--- config.mk ---
export PLATFORM = sky130hd
export DESIGN_NAME = ofm_write_scheduler
export DESIGN_NICKNAME = d
export VERILOG_FILES = /design/src/rtl/ofm_write_scheduler.sv
export SDC_FILE = /design/constraint.sdc
export NUM_CORES = 1
export LEC_CHECK = 0
export ABC_AREA = 0
export BUFFER_PORTS_ARGS = -buffer_cell sky130_fd_sc_hd__buf_2
export CAP_MARGIN = 20
export CORE_MARGIN = 2
export CORE_UTILIZATION = 54
export CTS_CLUSTER_DIAMETER = 80
export DETAILED_ROUTE_END_ITERATION = 16
export HOLD_SLACK_MARGIN = 0.08
export PLACE_DENSITY = 0.8
export SLEW_MARGIN = 20
export SYNTH_ARGS = -nofsm -noshare
export SYNTH_HDL_FRONTEND = slang
export SYNTH_SLANG_ARGS = --single-unit
--- constraint.sdc ---
create_clock -name clk -period 4.84 [get_ports clk]
set_clock_uncertainty 0.2 [all_clocks]
set_input_delay 0.726 -clock clk [delete_from_list [all_inputs] [get_ports clk]]
set_output_delay 0.726 -clock clk [all_outputs]
set_load 0.02 [all_outputs]
--- src/rtl/ofm_write_scheduler.sv ---
// Drains one systolic output tile into OFM memory: walks (channel, pixel) selects,
// issues one address per accepted write and keeps pixel/channel-group bases across tiles.
module ofm_write_scheduler #(
  parameter int SYSTOLIC_SIZE = 16,
  parameter int OFM_SIZE      = 414,
  parameter int ADDR_WIDTH    = 22,
  parameter int NUM_CH_GROUPS = 1,
  parameter int CNT_W         = $clog2(SYSTOLIC_SIZE)
) (
  input  logic                  clk,
  input  logic                  rst,
  input  logic                  tile_valid,
  output logic                  tile_ready,
  input  logic                  ofm_wr_ready,
  output logic                  ofm_wr_en,
  output logic [ADDR_WIDTH-1:0] ofm_addr,
  output logic [CNT_W-1:0]      rd_ch,
  output logic [CNT_W-1:0]      rd_px,
  output logic                  tile_done,
  output logic                  layer_done,
  output logic                  busy
);
  localparam int                    PLANE_I  = OFM_SIZE * OFM_SIZE;
  localparam logic [ADDR_WIDTH-1:0] PLANE    = ADDR_WIDTH'(PLANE_I);
  localparam logic [ADDR_WIDTH-1:0] GRP_STEP = ADDR_WIDTH'(SYSTOLIC_SIZE * PLANE_I);
  localparam logic [ADDR_WIDTH-1:0] LAST_GRP = ADDR_WIDTH'((NUM_CH_GROUPS - 1) * SYSTOLIC_SIZE * PLANE_I);
  localparam logic [ADDR_WIDTH-1:0] SS       = ADDR_WIDTH'(SYSTOLIC_SIZE);
  localparam logic [CNT_W-1:0]      CH_LAST  = CNT_W'(SYSTOLIC_SIZE - 1);

  typedef enum logic [1:0] {IDLE, WRITE, ADVANCE} state_t;

  state_t                state_q, state_d;
  logic [CNT_W-1:0]      ch_q, ch_d, px_q, px_d;
  logic [CNT_W:0]        vpx_q, vpx_d;
  logic [ADDR_WIDTH-1:0] ch_off_q, ch_off_d, addr_q, addr_d;
  logic [ADDR_WIDTH-1:0] pix_base_q, pix_base_d, grp_base_q, grp_base_d;

  logic [ADDR_WIDTH-1:0] rem;
  logic [CNT_W:0]        vpx_new;
  logic                  accept, px_last, ch_last, plane_end, grp_last;

  // Last tile of a plane may be partial: only the remaining pixels are written.
  assign rem       = PLANE - pix_base_q;
  assign vpx_new   = (rem >= SS) ? (CNT_W+1)'(SYSTOLIC_SIZE) : rem[CNT_W:0];
  assign accept    = (state_q == WRITE) && ofm_wr_ready;
  assign px_last   = ({1'b0, px_q} == vpx_q - (CNT_W+1)'(1));
  assign ch_last   = (ch_q == CH_LAST);
  assign plane_end = (pix_base_q + ADDR_WIDTH'(vpx_q) == PLANE);
  assign grp_last  = (grp_base_q == LAST_GRP);

  always_ff @(posedge clk) begin
    if (rst) state_q <= IDLE;
    else     state_q <= state_d;
  end

  always_comb begin
    state_d = state_q;
    case (state_q)
      IDLE:    if (tile_valid) state_d = WRITE;
      WRITE:   if (accept && px_last && ch_last) state_d = ADVANCE;
      ADVANCE: state_d = IDLE;
      default: state_d = IDLE;
    endcase
  end

  always_comb begin
    tile_ready = (state_q == IDLE);
    ofm_wr_en  = (state_q == WRITE);
    busy       = (state_q != IDLE);
    tile_done  = (state_q == ADVANCE);
    layer_done = (state_q == ADVANCE) && plane_end && grp_last;
  end

  always_comb begin
    ch_d       = ch_q;
    px_d       = px_q;
    vpx_d      = vpx_q;
    ch_off_d   = ch_off_q;
    addr_d     = addr_q;
    pix_base_d = pix_base_q;
    grp_base_d = grp_base_q;
    case (state_q)
      IDLE: if (tile_valid) begin
        ch_d     = '0;
        px_d     = '0;
        ch_off_d = '0;
        vpx_d    = vpx_new;
        addr_d   = grp_base_q + pix_base_q;
      end
      WRITE: if (accept) begin
        if (!px_last) begin
          px_d   = px_q + CNT_W'(1);
          addr_d = addr_q + ADDR_WIDTH'(1);
        end else if (!ch_last) begin
          px_d     = '0;
          ch_d     = ch_q + CNT_W'(1);
          ch_off_d = ch_off_q + PLANE;
          addr_d   = grp_base_q + pix_base_q + ch_off_q + PLANE;
        end
      end
      ADVANCE: begin
        if (plane_end) begin
          pix_base_d = '0;
          grp_base_d = grp_last ? '0 : grp_base_q + GRP_STEP;
        end else begin
          pix_base_d = pix_base_q + SS;
        end
      end
      default: ;
    endcase
  end

  always_ff @(posedge clk) begin
    if (rst) begin
      ch_q       <= '0;
      px_q       <= '0;
      vpx_q      <= '0;
      ch_off_q   <= '0;
      addr_q     <= '0;
      pix_base_q <= '0;
      grp_base_q <= '0;
    end else begin
      ch_q       <= ch_d;
      px_q       <= px_d;
      vpx_q      <= vpx_d;
      ch_off_q   <= ch_off_d;
      addr_q     <= addr_d;
      pix_base_q <= pix_base_d;
      grp_base_q <= grp_base_d;
    end
  end

  assign ofm_addr = addr_q;
  assign rd_ch    = ch_q;
  assign rd_px    = px_q;
endmodule

==> results of run 1 <==
## cell usage in the layout (no fill, tap or decap), drive strengths merged, types with 6 or more instances in the layout
cell    instances
xnor2          52
buf            49
nand4          11
nand2b          9
a21o           11
o21a            8
nor4            9
ha             68
nand2          76
o21ai          43
and3           14
a31oi           8
and2            7
nand3b         11
clkbuf          9
or3             8
a221oi          6
nand3          26
conb            6
a21oi          59
nor3           24
inv            44
dfxtp          89
o211ai          7
a211oi          8
nor2          115
xor2           46
## area by class of cell
| type | count | area [um2] | area share, % |
|---|---|---|---|
| tap | 172 | 215 | 2.88 |
| multi-input combinational | 705 | 4710 | 62.9 |
| sequential | 89 | 1780 | 23.8 |
| timing repair buffer | 49 | 277 | 3.70 |
| clock inverter | 5 | 106 | 1.42 |
| inverter | 45 | 169 | 2.26 |
| clock buffer | 9 | 225 | 3.01 |
## kinds of logic after synthesis
family / Yosys count / share of synthesized area, %
simple gates: 330 / 23.4
compound gates: 197 / 18.9
xor+xnor: 98 / 12.6
flops: 89 / 26.1
buf+inv: 83 / 5.26
fa+ha+maj: 70 / 13.0
mux: 4 / 0.605
other cells: 2 / 0.110
## critical path, cell delays in order, from the launching register on
cell and delay [ns]:
dfxtp_1 0.41, ha_1 0.30, a211oi_1 0.30, o21ai_0 0.19, o21ai_0 0.16, xnor2_1 0.15
ha_1 0.29, inv_1 0.04, ha_1 0.36, a21o_1 0.21, a21o_1 0.18, a21o_1 0.21
a21o_1 0.21, o41a_1 0.49, nand4_1 0.12, nor3b_1 0.24, and3_1 0.19, nor3_1 0.05
## synthesized netlist by cell type, types with 8 or more instances
master | count | area (um2)
inv_1 | 44 | 165
xor2_1 | 46 | 403
nor3_1 | 23 | 115
nand3b_1 | 11 | 82.6
nand3_1 | 26 | 130
clkbuf_1 | 24 | 90.1
nand2_1 | 76 | 285
a31oi_1 | 8 | 50.1
o21a_1 | 8 | 60.1
xnor2_1 | 52 | 455
ha_1 | 68 | 851
o21ai_0 | 41 | 205
a211oi_1 | 8 | 60.1
dfxtp_1 | 89 | 1780
nor2_1 | 115 | 432
nand4_1 | 11 | 68.8
a21o_1 | 11 | 82.6
and3_1 | 14 | 87.6
a21oi_1 | 59 | 295
or3_1 | 8 | 50.1
nand2b_1 | 9 | 56.3
## worst max-delay path by stage
| stage | slack, ns | to | from |
|---|---|---|---|
| after floorplan | 0.90 | ofm_addr[21]$_SDFFE_PP0P_ | grp_base_q[7]$_SDFFE_PP0P_ |
| after global placement | 0.62 | ofm_addr[21]$_SDFFE_PP0P_ | pix_base_q[10]$_SDFFE_PP0P_ |
| after detailed placement | 0.48 | ofm_addr[21]$_SDFFE_PP0P_ | grp_base_q[7]$_SDFFE_PP0P_ |
| after CTS | 0.44 | ofm_addr[21]$_SDFFE_PP0P_ | grp_base_q[7]$_SDFFE_PP0P_ |
| after global routing | 0.12 | ofm_addr[21]$_SDFFE_PP0P_ | grp_base_q[7]$_SDFFE_PP0P_ |
| final | 0.42 | ofm_addr[21]$_SDFFE_PP0P_ | grp_base_q[7]$_SDFFE_PP0P_ |
## sequential cells by signal, indices dropped and copies added, names as in the netlist
signal / flops
vpx_q: 3
grp_base_q: 16
rd_px: 4
state_q: 2
ofm_addr: 22
rd_ch: 4
ch_off_q: 20
pix_base_q: 18
## power breakdown
group	total [mW]	switching, mW	internal [mW]
combinational	0.220	0.144	0.0764
clock	0.803	0.303	0.500
sequential	0.766	0.0186	0.747
total	1.79	0.466	1.32
## routing by layer
metal	share of wire, %	wire [um]	vias up	global-route usage, %
met5	0	0	-	0
met4	3.0	521	0	12.2
met3	6.2	1070	33	4.05
met2	45	7750	218	41.6
met1	46	7990	2967	35.3
li1	-	-	3128	-
## through the flow
stage	setup slack, ns	utilization, %	power, mW	hold WS, ns
CTS	0.443	59.9	1.79	0.281
floorplan	0.897	-	0.940	0.249
global placement	0.623	57.3	0.993	0.265
global route	0.125	60.0	1.85	0.312
detailed placement	0.480	57.3	0.996	0.272
finish	0.424	60.0	1.79	0.280
==> results.yml, run 1 <==
outcome:
  status: "complete, no violations"
critical_path:
  r2r_slack_ns: 0.42
  crit_arrival_ns: 4.46
  r2r_start: "grp_base_q[7]$_SDFFE_PP0P_"
  reg2reg_to: "ofm_addr[21]$_SDFFE_PP0P_"
  worst_r2r_path_depth: 17
  crit_fanout: 6
  cp-end-kind: "flop"
  required_ns: 4.88
  critical_path.startpoint_type: "flop"
  critPathKind: "flop to flop"
sta:
  setup_viol: 0
  period_share_pct: 91.2
  finalSetupTns_ns: 0
  maxSlewHeadroom_pct: 40.8
  worst_pin_slew_ns: 0.888
  max_freq_mhz: 226
  maxSlewViolCount: 0
  post-route-min-period_ns: 4.42
  rsz0062_at_grt: "false"
  finalHoldViolCount: 0
grt:
  overflow: 0
  grt_usage_pct: 26.3
  antenna_found_initial: 0
  grt_pass1_wl_um: 27800
  grt_pass1_vias: 5704
  grt_max_degree: 43
clock_tree:
  cts_tree: "yes"
  cts-htree-levels: 3
  post_cts_resized: 0
  clock-sinks: 89
  root_buffer: "clkbuf_16"
  clock_path_buffers: 2
  path_clk_slew_ns: 0.07
  cts_buffers: 9
  clock_latency_ns: 0.36
  cts_hold_buffers: 0
  cts_setup_buffers: 0
route:
  drc: 0
  vias: 6346
  first_pass_iters: 5
  routed_wl_um: 17300
  ant_nets: 0
  drtIter0Drc: 566
  viasPerCell: 5.91
  wl_per_cell_um: 16.1
die:
  rows: 41
  dieHeight_um: 116
  die_x_um: 116
  io_pins: 39
  start_util_pct: 54.8
  core_um2: 12500
  die_area_um2: 13600
synth:
  syn-cell-area_um2: 6830
  ys_seq_area_share_pct: 26.1
  synth_edf_count: 0
  synth_flop_cell: "dfxtp_1"
  synth_cells: 873
  yosysUniqueCellTypes: 70
  async_flop_share_pct: 0
  synth-seq-cells: 89
  syn_avg_cell_area_um2: 7.82
  yosysWarningCount: 0
power:
  irDropWorstVdd_mv: 0.180
  leakagePower_nw: 3.18
  power.density_nw_per_um2: 239
flow_run:
  maxCapViolCount: 0
min_path:
  hp-class: "flop to flop"
  holdPathEnd: "vpx_q[2]$_SDFFE_PP0P_"
  hp-start: "vpx_q[2]$_SDFFE_PP0P_"
  min_path_cells: 2
placed_design:
  gp_congestion: 0.943
  port_buffers: 38
  placed_cell_area_um2: 7140
  dp.cells: 1059
  dp_hpwl_um: 12500
finish:
  syn_to_final_growth_pct: 9.60
  fill_cells: 1134
  layout.cells.non_filler: 1074
  nets: 973
  drive_gt1_share_pct: 8.54
  stdcell_area_um2: 7480
  antenna_cells: 0
No activity file was read; power rests on OpenSTA's default activity.
==> run 2: changes to the inputs <==
BUFFER_PORTS_ARGS = not set   (was -buffer_cell sky130_fd_sc_hd__buf_2)
DONT_BUFFER_PORTS = 1   (was not set)
PLACE_DENSITY = 0.77   (was 0.8)
==> run 2 against run 1 <==
Routed wire length decreased by 1.0%. Cell count decreased by 3.6%. Sequential cell count unchanged. Count of clock-buffer cells in the layout increased by 3. First-iteration DRC count increased by 13%. Setup slack improved by 0.012 ns. Final area decreased by 3.3%. Critical path type unchanged. Combinational power decreased by 11%. Non-clock buffer count decreased by 41. Hold slack got worse by 0.045 ns. Largest cell class unchanged. Critical path depth unchanged.
==> results.yml, run 2 (synthesis results as in run 1) <==
clock_tree:
  cts_buffers: 9
  clock-sinks: 89
  path_clk_slew_ns: 0.07
  clock_latency_ns: 0.36
  post_cts_resized: 0
  cts_setup_buffers: 0
  clock_path_buffers: 2
  cts_tree: "yes"
  root_buffer: "clkbuf_16"
  cts-htree-levels: 3
  cts_hold_buffers: 0
sta:
  setup_viol: 0
  finalSetupTns_ns: 0
  worst_pin_slew_ns: 1.05
  period_share_pct: 91.0
  finalHoldViolCount: 0
  timing.hold.ws_ns: 0.235
  maxSlewViolCount: 0
  maxSlewHeadroom_pct: 29.5
  post-route-min-period_ns: 4.40
  max_freq_mhz: 227
  rsz0062_at_grt: "false"
grt:
  grt_pass1_wl_um: 28100
  grt_usage_pct: 26.3
  overflow: 0
  grt_pass1_vias: 5701
  antenna_found_initial: 0
  grt_max_degree: 43
route:
  drtIter0Drc: 639
  wl_per_cell_um: 16.6
  ant_nets: 0
  first_pass_iters: 6
  drc: 0
  routed_wl_um: 17100
  vias: 6233
  viasPerCell: 6.02
placed_design:
  gp_congestion: 0.920
  dp_hpwl_um: 12500
  port_buffers: 0
  placed_cell_area_um2: 6940
die:
  die_x_um: 116
  io_pins: 39
  start_util_pct: 54.8
  die_area_um2: 13600
  dieHeight_um: 116
  core_um2: 12500
  rows: 41
finish:
  fin_util_pct: 58.0
  largest_reg_flops: 22
  drive_gt1_share_pct: 4.17
  nets: 932
  layout_commonest_cell: "nor2_1"
  stdcell_area_um2: 7230
  syn_to_final_growth_pct: 5.96
  antenna_cells: 0
  mostFrequentLayoutCells: "115 x nor2_1, 89 x dfxtp_1, 76 x nand2_1"
power:
  irDropWorstVdd_mv: 0.221
  leakagePower_nw: 2.94
  power.density_nw_per_um2: 235
flow_run:
  maxCapViolCount: 0
critical_path:
  worst_r2r_path_depth: 17
  critPathKind: "flop to flop"
  cp-end-kind: "flop"
  crit_arrival_ns: 4.45
  crit_fanout: 9
  r2r_slack_ns: 0.44
  required_ns: 4.89
  critical_path.startpoint_type: "flop"
outcome:
  status: "complete, no violations"
min_path:
  hp-class: "input port to flop"
  min_path_cells: 1
run 2: through the flow:
stage / worst slack, ns / total power, mW / cells
finish: 0.435 / 1.70 / 1035
floorplan: 0.897 / 0.940 / 877
CTS: 0.488 / 1.70 / 1035
detailed placement: 0.530 / 0.982 / 1019
global route: 0.0483 / 1.76 / 1035
global placement: 0.603 / 0.980 / 1019
run 2: final timing paths:
path | endpoint | from
max | ofm_addr[21]$_SDFFE_PP0P_ | pix_base_q[9]$_SDFFE_PP0P_
min | pix_base_q[5]$_SDFFE_PP0P_ | rst
max reg2reg | ofm_addr[21]$_SDFFE_PP0P_ | pix_base_q[9]$_SDFFE_PP0P_
min reg2reg | vpx_q[2]$_SDFFE_PP0P_ | vpx_q[2]$_SDFFE_PP0P_
run 2: power by group:
group | leakage, nW | switching [mW] | internal [mW] | total (mW)
logic | 2.08 | 0.126 | 0.0694 | 0.196
clock network | 0.135 | 0.314 | 0.415 | 0.729
registers | 0.720 | 0.0277 | 0.747 | 0.775
run 2: layer usage:
layer | share of wire, % | wire (um) | global-route usage, %
met5 | 0 | 0 | 0
met1 | 45 | 7640 | 35.7
met4 | 2.4 | 405 | 9.29
met3 | 8.8 | 1500 | 7.27
met2 | 44 | 7600 | 40.1
run 2: cell type report:
cell class,instances,area [um2]
Multi-Input combinational cell,705,4710
Tap cell,172,215
Clock buffer,12,246
Inverter,45,169
Sequential cell,89,1780
Clock inverter,4,52.6
Fill cell,1143,5230
Timing Repair Buffer,8,60.1
run 2: worst max-delay path: stages, from the launching register on:
cell and delay (ns):
dfxtp_1 0.41, ha_1 0.36, o21ai_0 0.11, o21ai_0 0.25
o21ai_0 0.19, xnor2_1 0.18, ha_1 0.29, inv_1 0.04
ha_1 0.36, a21o_1 0.21, a21o_1 0.17, a21o_1 0.21
a21o_1 0.21, o41a_1 0.49, nand4_1 0.12, nor3b_1 0.24
and3_1 0.19, nor3_1 0.05
